--- src/rtl/alu_pkg.sv ---
// Shared types and constants for the ALU sequencer: opcodes, FSM states, multiply step count.
package alu_pkg;

  typedef enum logic [2:0] {
    OP_ADD = 3'b000,
    OP_OR  = 3'b001,
    OP_AND = 3'b010,
    OP_CAT = 3'b011,
    OP_MUL = 3'b100,
    OP_ACC = 3'b101
  } op_e;

  typedef enum logic [1:0] {
    StIdle,
    StExec,
    StMul,
    StDone
  } state_e;

  localparam int unsigned MUL_STEPS = 4;
  localparam logic [1:0]  MUL_LAST  = 2'(MUL_STEPS - 1);

endpackage

--- src/rtl/alu_core.sv ---
// Combinational single-cycle ALU functions; opcodes handled in the sequencer return zero here.
module alu_core
  import alu_pkg::*;
(
  input  logic [2:0] op_i,
  input  logic [3:0] a_i,
  input  logic [3:0] b_i,
  output logic [7:0] result_o
);

  logic [4:0] sum;

  always_comb begin
    sum      = {1'b0, a_i} + {1'b0, b_i};
    result_o = 8'h00;
    case (op_i)
      OP_ADD:  result_o = {3'b000, sum};
      OP_OR:   result_o = {7'h00, |{a_i, b_i}};
      OP_AND:  result_o = {7'h00, &{a_i, b_i}};
      OP_CAT:  result_o = {a_i, b_i};
      default: result_o = 8'h00;
    endcase
  end

endmodule

--- src/rtl/alu_sequencer.sv ---
// Command sequencer: captures an operation, runs it in one EXEC cycle or four shift-add MUL
// iterations, then pulses done for one cycle.
module alu_sequencer
  import alu_pkg::*;
(
  input  logic       clk,
  input  logic       reset,
  input  logic       start,
  input  logic [2:0] op,
  input  logic [3:0] a,
  input  logic [3:0] b,
  output logic       busy,
  output logic       done,
  output logic [7:0] result
);

  state_e     state_q, state_d;
  op_e        op_q, op_d;
  logic [3:0] a_q, a_d;
  logic [3:0] b_q, b_d;
  logic [1:0] cnt_q, cnt_d;
  logic [7:0] prod_q, prod_d;
  logic [7:0] result_q, result_d;
  logic [7:0] core_result;
  logic [7:0] prod_sum;

  alu_core u_core (
    .op_i     (op_q),
    .a_i      (a_q),
    .b_i      (b_q),
    .result_o (core_result)
  );

  always_comb begin
    state_d  = state_q;
    op_d     = op_q;
    a_d      = a_q;
    b_d      = b_q;
    cnt_d    = cnt_q;
    prod_d   = prod_q;
    result_d = result_q;
    // Partial product for the current iteration: add a shifted by the bit position.
    prod_sum = prod_q + (b_q[cnt_q] ? ({4'h0, a_q} << cnt_q) : 8'h00);

    unique case (state_q)
      StIdle: begin
        if (start) begin
          op_d    = op_e'(op);
          a_d     = a;
          b_d     = b;
          cnt_d   = 2'd0;
          prod_d  = 8'h00;
          state_d = (op == OP_MUL) ? StMul : StExec;
        end
      end
      StExec: begin
        result_d = (op_q == OP_ACC) ? result_q + {4'h0, a_q} : core_result;
        state_d  = StDone;
      end
      StMul: begin
        prod_d = prod_sum;
        cnt_d  = cnt_q + 2'd1;
        if (cnt_q == MUL_LAST) begin
          result_d = prod_sum;
          state_d  = StDone;
        end
      end
      StDone: state_d = StIdle;
      default: state_d = StIdle;
    endcase
  end

  always_ff @(posedge clk) begin
    if (reset) begin
      state_q  <= StIdle;
      op_q     <= OP_ADD;
      a_q      <= 4'h0;
      b_q      <= 4'h0;
      cnt_q    <= 2'd0;
      prod_q   <= 8'h00;
      result_q <= 8'h00;
    end else begin
      state_q  <= state_d;
      op_q     <= op_d;
      a_q      <= a_d;
      b_q      <= b_d;
      cnt_q    <= cnt_d;
      prod_q   <= prod_d;
      result_q <= result_d;
    end
  end

  assign busy   = (state_q != StIdle);
  assign done   = (state_q == StDone);
  assign result = result_q;

endmodule
--- config.mk ---
export PLATFORM = sky130hd
export DESIGN_NAME = alu_sequencer
export DESIGN_NICKNAME = d
export VERILOG_FILES = /design/src/rtl/alu_pkg.sv /design/src/rtl/alu_core.sv /design/src/rtl/alu_sequencer.sv
export SDC_FILE = /design/constraint.sdc
export NUM_CORES = 1
export LEC_CHECK = 0
export BUFFER_PORTS_ARGS = -buffer_cell sky130_fd_sc_hd__buf_2
export CORE_MARGIN = 2
export CORE_UTILIZATION = 62
export CTS_BUF_LIST = sky130_fd_sc_hd__clkbuf_8
export DETAILED_ROUTE_END_ITERATION = 10
export GPL_TIMING_DRIVEN = 0
export PLACE_DENSITY = 0.89
export REMOVE_ABC_BUFFERS = 1
export SYNTH_ARGS = -nofsm -noshare
export SYNTH_HDL_FRONTEND = slang
export SYNTH_SLANG_ARGS = --single-unit
--- constraint.sdc ---
create_clock -name clk -period 7.2 [get_ports clk]
set_input_delay 1.44 -clock clk [delete_from_list [all_inputs] [get_ports clk]]
set_output_delay 1.44 -clock clk [all_outputs]
set_load 0.02 [all_outputs]
Yosys cells after proc, flatten, opt, wreduce, memory -nomap -nowiden
Cells that the tools add are included.
W data, S select, Z words.
Storage, ports and cells
  bits in latches: 0
  RAM bits: 0
  logic and storage cells: 50
  input bits: 14
  bits in read-only memories: 0
  bits in registers: 31
  output and inout port bits: 10
  memories: 0
Operators by class
  reductions and logical operators: 11
  eq/ne operators: 11
  shifts and indexed selects: 1
  mux-type cells: 15
  bitwise gates (word level): 0
  $add $sub $neg: 4
  magnitude comparators: 1
  multiply operators: 0
  divide/modulo/power cells: 0
Operator list (number)
  $mux W8: 4
  $pmux W8 S2: 2
  $pmux W8 S4: 1
  $add A8 B4 Y8: 1
  $add A8 B8 Y8: 1
  $mux W2: 4
  $pmux W2 S4: 1
  $reduce_and A2 Y1: 4
  $reduce_and A8 Y1: 1
  $reduce_or A8 Y1: 1
  $shl A4 B2 Y8: 1
  $eq A2 B2 Y1 const B: 3
  $eq A3 B2 Y1 const B: 2
  $eq A3 B3 Y1 const B: 2
  $reduce_bool A2 Y1: 3
  $add A4 B4 Y5: 1
  $ne A2 B2 Y1 const B: 2
  $pmux W2 S2: 1
  $eq A3 B1 Y1 const B: 1
  $logic_not A3 Y1: 1
  $lt A2 B3 Y1 const B: 1
  $add A2 B1 Y2 const B: 1
  $bmux W1 S2: 1
  $eq A2 B1 Y1 const B: 1
  2 further kinds: 2

Logic depth before layout (Yosys ltp)
  depth after elaboration: 6
  depth in mapped cells: 11
  gate-level depth less buffers: 10

Cells and area by module
From an unflattened synthesis, not the netlist that was laid out.
Unflattened totals
  cell total of the unflattened synthesis: 300
  area total of the unflattened synthesis: 2377.3 um^2
By module, submodules not included
  alu_sequencer: cells an instance 254, area an instance 2068.2 um^2, sequential area each 620.6 um^2, instances 1
  alu_core: cells an instance 46, area an instance 309.0 um^2, sequential area each 0.0 um^2, instances 1

Worst setup path before layout
No wires, ideal clock.
  kind: reg2reg
  start: register a_q[1]
  end: register result_q[5] (netlist: result[5])
  arrival: 2.718 ns
  setup time: 0.066 ns
  period minus slack after synthesis: 2.784 ns
  cell stages (with the launch flop): 11
  data required time: 7.134 ns
  buffers on the path: 1
  setup slack: 4.416 ns
  cell sequence: dfxtp_1 clkdlybuf4s50_2 mux2_2 nand2_1 o21ai_0 and2_1 ha_1 or4b_1 o311a_1 a211o_1 a21oi_2
Between the ends
  word-level cells in the longest chain between the ends: 5
  elaborated cells on any way between the ends: 8
  classes of those cells: add/sub (2); shift (1); mux (5)
Ends and longest elaborated chain
  start, declared: line alu_sequencer.sv:19  | logic [3:0] a_q, a_d;
  start signal, assigned: line alu_sequencer.sv:77  | a_q <= 4'h0;
  start signal, assigned: line alu_sequencer.sv:85  | a_q <= a_d;
  $shl A4 B2 Y8: line alu_sequencer.sv:43  | prod_sum = prod_q + (b_q[cnt_q] ? ({4'h0, a_q} << cnt_q) : 8'h00);
  $mux W8: line alu_sequencer.sv:43
  $add A8 B8 Y8: line alu_sequencer.sv:43
  $mux W8: line alu_sequencer.sv:63  | if (cnt_q == MUL_LAST) begin
  $pmux W8 S2 (*): line alu_sequencer.sv:45  | unique case (state_q)
  end signal, assigned: line alu_sequencer.sv:89  | result_q <= result_d;
  end, declared: line alu_sequencer.sv:23  | logic [7:0] result_q, result_d;
Mark *: on every way between the ends. The rest lies on a longest branch, timed or not. The select of a mux whose other input is x is not followed.
A chain may end at the register's enable or synchronous reset.

Final worst setup path
  start: register cnt_q[0]
  end: register result_q[6] (netlist: result[6])
Between the ends
  word-level cells in the longest chain between the ends: 6
  elaborated cells on any way between the ends: 10
  classes of those cells: add/sub (1); eq/ne (2); shift (1); mux (5); reduce/logical (1)
Ends and longest elaborated chain
  start, declared: line alu_sequencer.sv:21  | logic [1:0] cnt_q, cnt_d;
  start signal, assigned: line alu_sequencer.sv:87  | cnt_q <= cnt_d;
  $bmux W1 S2: line alu_sequencer.sv:43
  $mux W1 (implied by the code): line alu_sequencer.sv:43
  $mux W8: line alu_sequencer.sv:43
  $add A8 B8 Y8: line alu_sequencer.sv:43
  $mux W8: line alu_sequencer.sv:63
  $pmux W8 S2: line alu_sequencer.sv:45
Several ways; a longest one is shown, not always the timed one. The select of a mux whose other input is x is not followed.

==> results.yml <==
place:
  dp_hpwl_microns: 3940
  dp.cells: 348
  port_buffers: 23
  place_congestion: 0.879
  place_area_sq_mm: 0.00241
timing:
  hold_viol: 0
  fin_skew_ns: 0.00447
  tns_ns: 0
  rsz0062_at_grt: "no"
  worst_slew_pin_slew_ns: 0.922
  slew_headroom: 0.386
  max_freq_ghz: 0.317
  hold_ws_ns: 0.482
  timing.final.crit_period_ns: 3.15
  setup_viol: 0
  finalCritPeriodShare: 0.438
  drv_slew: 0
clock_network:
  cts_root_buffer: "clkbuf_8"
  insertion_delay_ns: 0.29
  cts_tree: "built"
  clkTransAtPathRegs_ns: 0.06
  clockBufferDepth: 2
  postCtsHoldBufs: 0
  cts.sinks: 31
  htreeDepth: 2
  cts-buffers-inserted: 5
  cts_setup_buffers: 0
  cts_resized: 0
logic_synthesis:
  synth_commonest_cells: "nand2_1, dfxtp_1, a21oi_1, nor2_1, ha_1"
  synth_most_common_cell: "nand2_1"
  async_flop_share: 0
  syn_area_sq_mm: 0.00232
  ys_seq_elements: 31
  synth_flop_cell: "dfxtp_1"
  yosys.cell_types.count: 61
  netlist_instances: 292
  synthTopCellsByArea: "dfxtp_1, ha_1, nand2_1, a21oi_1, nor2_1"
  ys_warn_count: 0
  synth_edf_count: 0
  synth_top_area_frac: 0.267
  postSynthAreaPerCell_sq_um: 7.95
  synth-seq-area-share: 0.267
  yosysTopAreaCell: "dfxtp_1"
critical_path:
  r2r_cells: 8
  startpoint_type: "flip-flop"
  critPathArrivalTime_ns: 3.34
  worstPathRequired_ns: 7.39
  r2r-start: "cnt_q[0]"
  endpoint_kind: "flip-flop"
  cp_max_fo: 16
  critPathKind: "reg -> reg"
  worstSetupStartpoint: "cnt_q[0]"
route:
  routedWlPerCell_microns: 15.6
  avgViaCountPerCell: 6.33
  dr.pass1.iters: 5
  drc_errors: 0
  wirelength_microns: 5550
  antenna_left: 0
  drtIter0Drc: 147
  num_vias: 2252
global_route:
  grt_max_degree: 36
  antenna_found_initial: 0
  grt_pass1_wl_microns: 9380
  first_global_vias: 2142
  grt_util_all_layers: 0.285
  overflow: 0
min_path:
  whs_path_depth: 2
  hold_path.class: "reg -> reg"
  hp-start: "prod_q[3]"
power:
  pwr_density_cell_mw_per_mm2: 199
  combPwrFrac: 0.273
  internal_power_mw: 0.325
  clkPwrFrac: 0.301
  power.switching_mw: 0.174
  p_sw_frac: 0.349
  peakVddDrop_uv: 156
  leakagePower_nw: 1.06
  sequentialPowerShare: 0.426
finish:
  final_layout_size_suffix_gt1_frac: 0.140
  nets: 343
  syn_to_final_growth_pct: 7.98
  diodes: 0
  stdcell_count: 356
  fillCellCount: 325
  regArea_sq_um: 621
  final_area_sq_mm: 0.00251
  multi_input_area_sq_mm: 0.00157
floorplanning:
  dieArea_sq_mm: 0.00425
  die_y_microns: 65.2
  start_util: 0.639
  core_sq_mm: 0.00363
  die_width_microns: 65.2
  ios: 24
  row_count: 22
run:
  cap_viol_max_count: 0
status:
  run_status: "complete, no violations"
-- placed cells by master (no fill, tap or decap), drive strengths merged, types with 2 or more instances in the layout --
| cell type | count |
|---|---|
| nand2 | 45 |
| buf | 23 |
| a221oi | 2 |
| nor4 | 2 |
| nand4b | 3 |
| and4 | 2 |
| o21ai | 10 |
| and2 | 6 |
| a21o | 3 |
| a22oi | 4 |
| nand3b | 5 |
| nor3 | 6 |
| xnor2 | 2 |
| clkbuf | 7 |
| nor3b | 2 |
| or3 | 4 |
| ha | 19 |
| nor2 | 27 |
| a41oi | 2 |
| o21ba | 3 |
| xor2 | 6 |
| a21oi | 29 |
| nand3 | 8 |
| dfxtp | 31 |
| o22ai | 3 |
| a211oi | 7 |
| inv | 11 |
| a311oi | 4 |
| or4b | 2 |
| nand2b | 4 |
| o21bai | 2 |
| fa | 3 |
| a2111oi | 2 |
-- per-layer routing --
metal  up-vias  global-route usage  share of wire
met5         -                   0              0
met4         0               0.122          0.031
met3        19              0.0753          0.070
met2        81               0.481           0.47
met1      1061               0.341           0.43
li1       1091                   -              -
-- registers in the layout, indices dropped and copies added, names as in the netlist --
register,cells
cnt_q,2
b_q,4
prod_q,8
a_q,4
op_q,3
state_q,2
result,8
-- stage by stage --
stage | util | worst slack [ns] | power (mW)
floorplan | - | 4.46 | 0.307
global placement | 0.662 | 4.19 | 0.344
detailed placement | 0.662 | 4.17 | 0.349
CTS | 0.690 | 4.09 | 0.498
global route | 0.690 | 3.81 | 0.527
finish | 0.690 | 4.05 | 0.499
-- cells by family after synthesis --
logic type | Yosys count | synth area share
buffers and inverters | 25 | 0.0550
AO/OA/AOI/OAI | 80 | 0.234
XOR/XNOR | 8 | 0.0302
adder cells (fa/ha/maj) | 22 | 0.128
multiplexers | 3 | 0.0189
AND/OR/NAND/NOR | 123 | 0.266
flip-flops | 31 | 0.267
-- critical path: stages (launching register included) --
cell and delay (ns):
dfxtp_1 0.64, mux4_2 0.61, and2_1 0.17, ha_1 0.33
a211oi_1 0.37, nor3b_2 0.12, o22ai_1 0.28, xor2_1 0.16
a2111oi_2 0.37
-- layout make-up --
class / instances / area share
clock buffers: 7 / 0.0384
flip-flops and latches: 31 / 0.248
well taps: 48 / 0.0240
clock inverters: 1 / 0.00150
inverters: 10 / 0.0150
repair buffers: 23 / 0.0459
multi-input cells: 236 / 0.628
-- path summary, 6_finish.rpt --
path / endpoint / slack [ns]
worst min register to register: prod_q[3] / 0.48
worst max register to register: result[6] / 4.05
worst min-delay path: prod_q[3] / 0.48
worst max-delay path: result[6] / 4.05
-- power by group through the flow --
stage / Clock [mW] / Combinational, mW / Sequential [mW]
final: 0.150 / 0.136 / 0.213
after global routing: 0.159 / 0.152 / 0.216
after CTS: 0.150 / 0.135 / 0.212
after detailed placement: 0 / 0.134 / 0.216
after global placement: 0 / 0.130 / 0.215
after floorplan: 0 / 0.0871 / 0.220
Power figures use the tool's default switching activity.
